==> config.mk <==
export PLATFORM = sky130hd
export DESIGN_NAME = pll_reset_sequencer
export DESIGN_NICKNAME = d
export VERILOG_FILES = /design/src/rtl/pll_seq_pkg.sv /design/src/rtl/sync_2ff.sv /design/src/rtl/pll_reset_sequencer.sv
export SDC_FILE = /design/constraint.sdc
export NUM_CORES = 1
export LEC_CHECK = 0
export ABC_AREA = 1
export BUFFER_PORTS_ARGS = -buffer_cell sky130_fd_sc_hd__buf_2
export CAP_MARGIN = 20
export CELL_PAD_IN_SITES_DETAIL_PLACEMENT = 1
export CELL_PAD_IN_SITES_GLOBAL_PLACEMENT = 2
export CORE_MARGIN = 1.5
export CORE_UTILIZATION = 35
export DETAILED_ROUTE_END_ITERATION = 7
export GPL_ROUTABILITY_DRIVEN = 0
export PLACE_DENSITY_LB_ADDON = 0.1
export SYNTH_ARGS = -nofsm -noshare
export SYNTH_HDL_FRONTEND = slang
export SYNTH_SLANG_ARGS = --single-unit
==> constraint.sdc <==
create_clock -name refclk -period 5.3 [get_ports refclk]
set_input_delay 0.265 -clock refclk [delete_from_list [all_inputs] [get_ports refclk]]
set_output_delay 0.265 -clock refclk [all_outputs]
set_load 0.03 [all_outputs]
==> src/rtl/pll_seq_pkg.sv <==
// Shared types and constants for the PLL reset sequencer.
// Holds the debug-visible state encoding and the domain release mask helper.
package pll_seq_pkg;

  localparam int NUM_DOMAINS = 7;
  localparam int CNT_W       = 16;

  typedef enum logic [2:0] {
    ST_HOLD      = 3'd0,
    ST_WAIT_LOCK = 3'd1,
    ST_STABLE    = 3'd2,
    ST_RELEASE   = 3'd3,
    ST_RUN       = 3'd4,
    ST_FAULT     = 3'd5
  } seq_state_t;

  // Domain i stays in reset while fewer than gap*(i+1) cycles have elapsed in RELEASE.
  function automatic logic [NUM_DOMAINS-1:0] release_mask(
    input logic [CNT_W-1:0] cnt,
    input logic [CNT_W-1:0] gap
  );
    logic [NUM_DOMAINS-1:0] mask;
    mask = '0;
    for (int i = 0; i < NUM_DOMAINS; i++) begin
      mask[i] = (cnt < gap * CNT_W'(i + 1));
    end
    return mask;
  endfunction

endpackage

==> src/rtl/sync_2ff.sv <==
// Two-flop synchronizer for a single asynchronous level into the clk domain.
// Latency: 2 cycles; no flow control, level signal only.
module sync_2ff (
  input  logic clk,
  input  logic rst,
  input  logic d,
  output logic q
);

  logic meta;

  always_ff @(posedge clk) begin
    if (rst) begin
      meta <= 1'b0;
      q    <= 1'b0;
    end else begin
      meta <= d;
      q    <= meta;
    end
  end

endmodule

==> src/rtl/pll_reset_sequencer.sv <==
// PLL reset/lock sequencer: pulses pll_rst, qualifies lock, staggers domain resets, retries then faults.
// Latency: lock seen 2 cycles after pll_locked via sync_2ff; all outputs registered; no flow control.
module pll_reset_sequencer
  import pll_seq_pkg::*;
#(
  parameter int unsigned RST_HOLD     = 16,
  parameter int unsigned LOCK_TIMEOUT = 50000,
  parameter int unsigned LOCK_STABLE  = 1024,
  parameter int unsigned RELEASE_GAP  = 8,
  parameter int unsigned MAX_RETRIES  = 3
) (
  input  logic                   refclk,
  input  logic                   rst,
  input  logic                   pll_locked,
  output logic                   pll_rst,
  output logic [NUM_DOMAINS-1:0] dom_rst,
  output logic                   ready,
  output logic                   fault,
  output logic [3:0]             retry_cnt,
  output logic [2:0]             state
);

  localparam logic [CNT_W-1:0] HOLD_LAST    = CNT_W'(RST_HOLD - 1);
  localparam logic [CNT_W-1:0] TIMEOUT_LAST = CNT_W'(LOCK_TIMEOUT - 1);
  localparam logic [CNT_W-1:0] STABLE_LAST  = CNT_W'(LOCK_STABLE - 1);
  localparam logic [CNT_W-1:0] GAP          = CNT_W'(RELEASE_GAP);
  localparam logic [CNT_W-1:0] RELEASE_END  = CNT_W'(RELEASE_GAP * NUM_DOMAINS);
  localparam logic [3:0]       RETRY_LIMIT  = 4'(MAX_RETRIES);

  seq_state_t             state_q, state_nx;
  logic [CNT_W-1:0]       cnt_q, cnt_nx;
  logic [3:0]             retry_nx;
  logic                   lock_s;
  logic                   fail;
  logic                   pll_rst_nx;
  logic [NUM_DOMAINS-1:0] dom_rst_nx;

  sync_2ff u_lock_sync (
    .clk (refclk),
    .rst (rst),
    .d   (pll_locked),
    .q   (lock_s)
  );

  always_comb begin
    state_nx = state_q;
    cnt_nx   = cnt_q + CNT_W'(1);
    retry_nx = retry_cnt;
    fail     = 1'b0;

    unique case (state_q)
      ST_HOLD: begin
        if (cnt_q == HOLD_LAST) state_nx = ST_WAIT_LOCK;
      end
      ST_WAIT_LOCK: begin
        // Lock arriving on the terminal count still counts as success.
        if (lock_s)                     state_nx = ST_STABLE;
        else if (cnt_q == TIMEOUT_LAST) fail     = 1'b1;
      end
      ST_STABLE: begin
        if (!lock_s)                   state_nx = ST_WAIT_LOCK;
        else if (cnt_q == STABLE_LAST) state_nx = ST_RELEASE;
      end
      ST_RELEASE: begin
        if (!lock_s)                   fail     = 1'b1;
        else if (cnt_q == RELEASE_END) state_nx = ST_RUN;
      end
      ST_RUN: begin
        cnt_nx = cnt_q;
        if (!lock_s) state_nx = ST_HOLD;
      end
      ST_FAULT: begin
        cnt_nx = cnt_q;
      end
      default: begin
        state_nx = ST_HOLD;
      end
    endcase

    if (fail) begin
      if (retry_cnt == RETRY_LIMIT) begin
        state_nx = ST_FAULT;
      end else begin
        retry_nx = retry_cnt + 4'd1;
        state_nx = ST_HOLD;
      end
    end

    if (state_nx == ST_RUN && state_q != ST_RUN) retry_nx = '0;
    if (state_nx != state_q) cnt_nx = '0;

    // Outputs are decoded from the next state so they land on the same edge as the transition.
    pll_rst_nx = (state_nx == ST_HOLD) || (state_nx == ST_FAULT);
    unique case (state_nx)
      ST_RUN:     dom_rst_nx = '0;
      ST_RELEASE: dom_rst_nx = release_mask(cnt_nx, GAP);
      default:    dom_rst_nx = '1;
    endcase
  end

  always_ff @(posedge refclk) begin
    if (rst) begin
      state_q   <= ST_HOLD;
      cnt_q     <= '0;
      retry_cnt <= '0;
      pll_rst   <= 1'b1;
      dom_rst   <= '1;
      ready     <= 1'b0;
      fault     <= 1'b0;
    end else begin
      state_q   <= state_nx;
      cnt_q     <= cnt_nx;
      retry_cnt <= retry_nx;
      pll_rst   <= pll_rst_nx;
      dom_rst   <= dom_rst_nx;
      ready     <= (state_nx == ST_RUN);
      fault     <= (state_nx == ST_FAULT);
    end
  end

  assign state = state_q;

endmodule

==> results.sh <==
export IMPL_track_usage_pct=18.3
export IMPL_switching_share_pct=22.8
export IMPL_p_comb_share_pct=2.7
export IMPL_period_share_pct=41.9
export IMPL_core_area_um2=5200
export IMPL_synth_cells=286
export IMPL_grt_pass1_wl_mm=8.59
export IMPL_start_util_pct=37.1
export IMPL_critPathArrivalTime_ns=2.41
export IMPL_root_buffer="clkbuf_8"
export IMPL_skew_ns=0.00848
export IMPL_drtIter0Drc=34
export IMPL_drt_vias_per_instance=4.72
export IMPL_cpMostUsedCell="nand2_2"
export IMPL_synth_avg_cell_area_um2=6.75
export IMPL_clk_pin_slew_ns=0.08
export IMPL_antenna_cells=0
export IMPL_final_antenna_net_count=0
export IMPL_power_leakage_nw=1.02
export IMPL_max_stage_delay_ns=0.39
export IMPL_vias=1800
export IMPL_rsz0062_at_grt="false"
export IMPL_critical_path_required_ns=5.49
export IMPL_start_kind="register"
export IMPL_grt_max_degree=17
export IMPL_finalPower_mw=0.503
export IMPL_yosys_warnings=0
export IMPL_slew_viol_final=0
export IMPL_design_area_um2=2200
export IMPL_syn_cell_area_um2=1930
export IMPL_synth_cell_types=26
export IMPL_holdWs_ns=0.168
export IMPL_syn_num_nets=292
export IMPL_nets=316
export IMPL_seq_power_share_pct=53.4
export IMPL_ys_seq_area_share_pct=36.3
export IMPL_power_density_nw_per_um2=228
export IMPL_synth_top_area_share_pct=36.3
export IMPL_die_h_um=77.3
export IMPL_worst_pin_slew_ns=0.382
export IMPL_numCtsBuffers=5
export IMPL_p_clk_share_pct=43.9
export IMPL_cts_buffer_depth=2
export IMPL_clock_latency_ns=0.29
export IMPL_status="complete, no violations"
export IMPL_path_cells="ha_1 -> nand3_1 -> nor2_1 -> nand3_1 -> nand2_2 -> nand2_2 -> nand2_2 -> nand2_1 -> nand2_1 -> nand2_2 -> nor2_1 -> nand4_1 -> nand2_1 -> inv_1"
export IMPL_synthToLayoutAreaGrowth_pct=14.1
export IMPL_fp_dieW_um=77.3
export IMPL_cts_tree="done"
export IMPL_hpwl_mm=3.97
export IMPL_cts_htree_levels=2
export IMPL_drv_cap=0
export IMPL_drt_first_pass_iters=4
export IMPL_slew_headroom_pct=74.4
export IMPL_grt_overflow=0
export IMPL_final_cell_mix="nand2_1, nor2_1, inv_1"
export IMPL_portBuffers=19
export IMPL_cts_hold_buf=0
export IMPL_post_cts_resize_count=0
export IMPL_synth_area_leaders="dfxtp_1, nand2_1, nor2_1"
export IMPL_wl_per_cell_um=13.0
export IMPL_cts_setup_buffers=0
export IMPL_hold_class="primary input to register"
export IMPL_postRouteWirelength_mm=4.97
export IMPL_switchingPower_mw=0.115
export IMPL_crit_fanout=7
export IMPL_final_util_pct=42.3
export IMPL_power_internal_mw=0.388
export IMPL_end_kind="register"
export IMPL_drive_above_1_share_pct=18.6
export IMPL_layout_commonest_cell="nand2_1"
export IMPL_io_pins=20
export IMPL_yosysTopAreaCell="dfxtp_1"
export IMPL_critical_path_class="register to register"
export IMPL_placed_cell_area_um2=2100
export IMPL_ir_drop_v=0.000107
export IMPL_period_minus_slack_ns=2.22
export IMPL_antenna_found_initial=0
export IMPL_first_global_vias=1764
export IMPL_setup_viol=0
export IMPL_drcViolationCount=0
export IMPL_hold_violations=0
export IMPL_clkSinkCount=35
export IMPL_tns_ns=0
export IMPL_synth_seq_cells=35
export IMPL_max_freq_ghz=0.450
export IMPL_crit_path_top_delay_cell="dfxtp_1"
export IMPL_die_area_um2=5970
export IMPL_num_rows=26
==> stage by stage <==
| stage | std cells | worst slack, ns |
|---|---|---|
| 4_1_cts | 381 | 3.04 |
| 3_5_place_dp | 373 | 3.05 |
| 6_report | 381 | 3.08 |
| 3_3_place_gp | 373 | 3.04 |
| 2_1_floorplan | 286 | 3.31 |
| 5_1_grt | 381 | 2.80 |
==> critical path: cells and delay by family (launching register included) <==
| kind | cells | cell delay, ns |
|---|---|---|
| buf+inv | 1 | 0.04 |
| fa+ha+maj | 1 | 0.19 |
| simple gates | 12 | 1.53 |
| flops | 1 | 0.39 |
==> sequential cells by signal, indices dropped and copies added, names as in the netlist <==
signal / flops
cnt_q: 16
dom_rst: 7
retry_cnt: 4
state: 3
fault: 1
pll_rst: 1
ready: 1
u_lock_sync.meta: 1
u_lock_sync.q: 1
==> area by class of cell <==
class | instances | area [µm²]
inverters | 44 | 168
clock buffers | 7 | 96.3
flip-flops and latches | 35 | 701
repair buffers | 19 | 95.1
multi-input cells | 205 | 1050
clock inverters | 1 | 7.51
fillers | 703 | 3000
well taps | 70 | 87.6
==> power groups by stage <==
stage                     clock, mW  sequential, mW  combinational, mW
after floorplan                   0           0.274             0.0111
after global placement            0           0.274             0.0137
after detailed placement          0           0.275             0.0136
after CTS                     0.231           0.268             0.0137
after global routing          0.240           0.269             0.0154
final                         0.221           0.269             0.0135
==> final timing paths <==
| path | startpoint | endpoint | slack, ns | cells past startpoint |
|---|---|---|---|---|
| min reg2reg | u_lock_sync.meta | u_lock_sync.q | 0.41 | 2 |
| max reg2reg | cnt_q[1] | dom_rst[4] | 3.08 | 14 |
| min | pll_locked | u_lock_sync.meta | 0.17 | 3 |
| max | cnt_q[1] | dom_rst[4] | 3.08 | 14 |
==> logic make-up after synthesis <==
kind of cell / share of synthesized area (%)
adder cells (fa/ha/maj): 1.94
buffers and inverters: 9.46
flip-flops: 36.3
XOR/XNOR: 5.83
AND/OR/NAND/NOR: 41.4
AO/OA/AOI/OAI: 5.12
==> metal layers <==
| metal | part of all wire, % | track usage (%) |
|---|---|---|
| met1 | 50 | 24.9 |
| met2 | 45 | 28.4 |
| met3 | 2.5 | 3.93 |
| met4 | 1.5 | 6.55 |
| met5 | 0 | 0 |
==> cells in the mapped netlist <==
master    count
inv_2         4
nand3_2       2
nor2_2        9
nor3_1        3
xor2_2        1
dfxtp_1      35
o311ai_0      1
nand3_1      23
a211oi_1      2
nand2_1      67
inv_1        39
inv_4         1
nor2_1       45
a21oi_1       9
buf_6         1
ha_1          3
nand4_1       9
nand2_2       7
nor2_4        2
nand2_4       3
o21ai_1       3
xor2_1       11
nor3_2        1
clkbuf_1      1
o21ai_0       3
or2_2         1
Note: power is estimated with default switching activity, not from simulation.
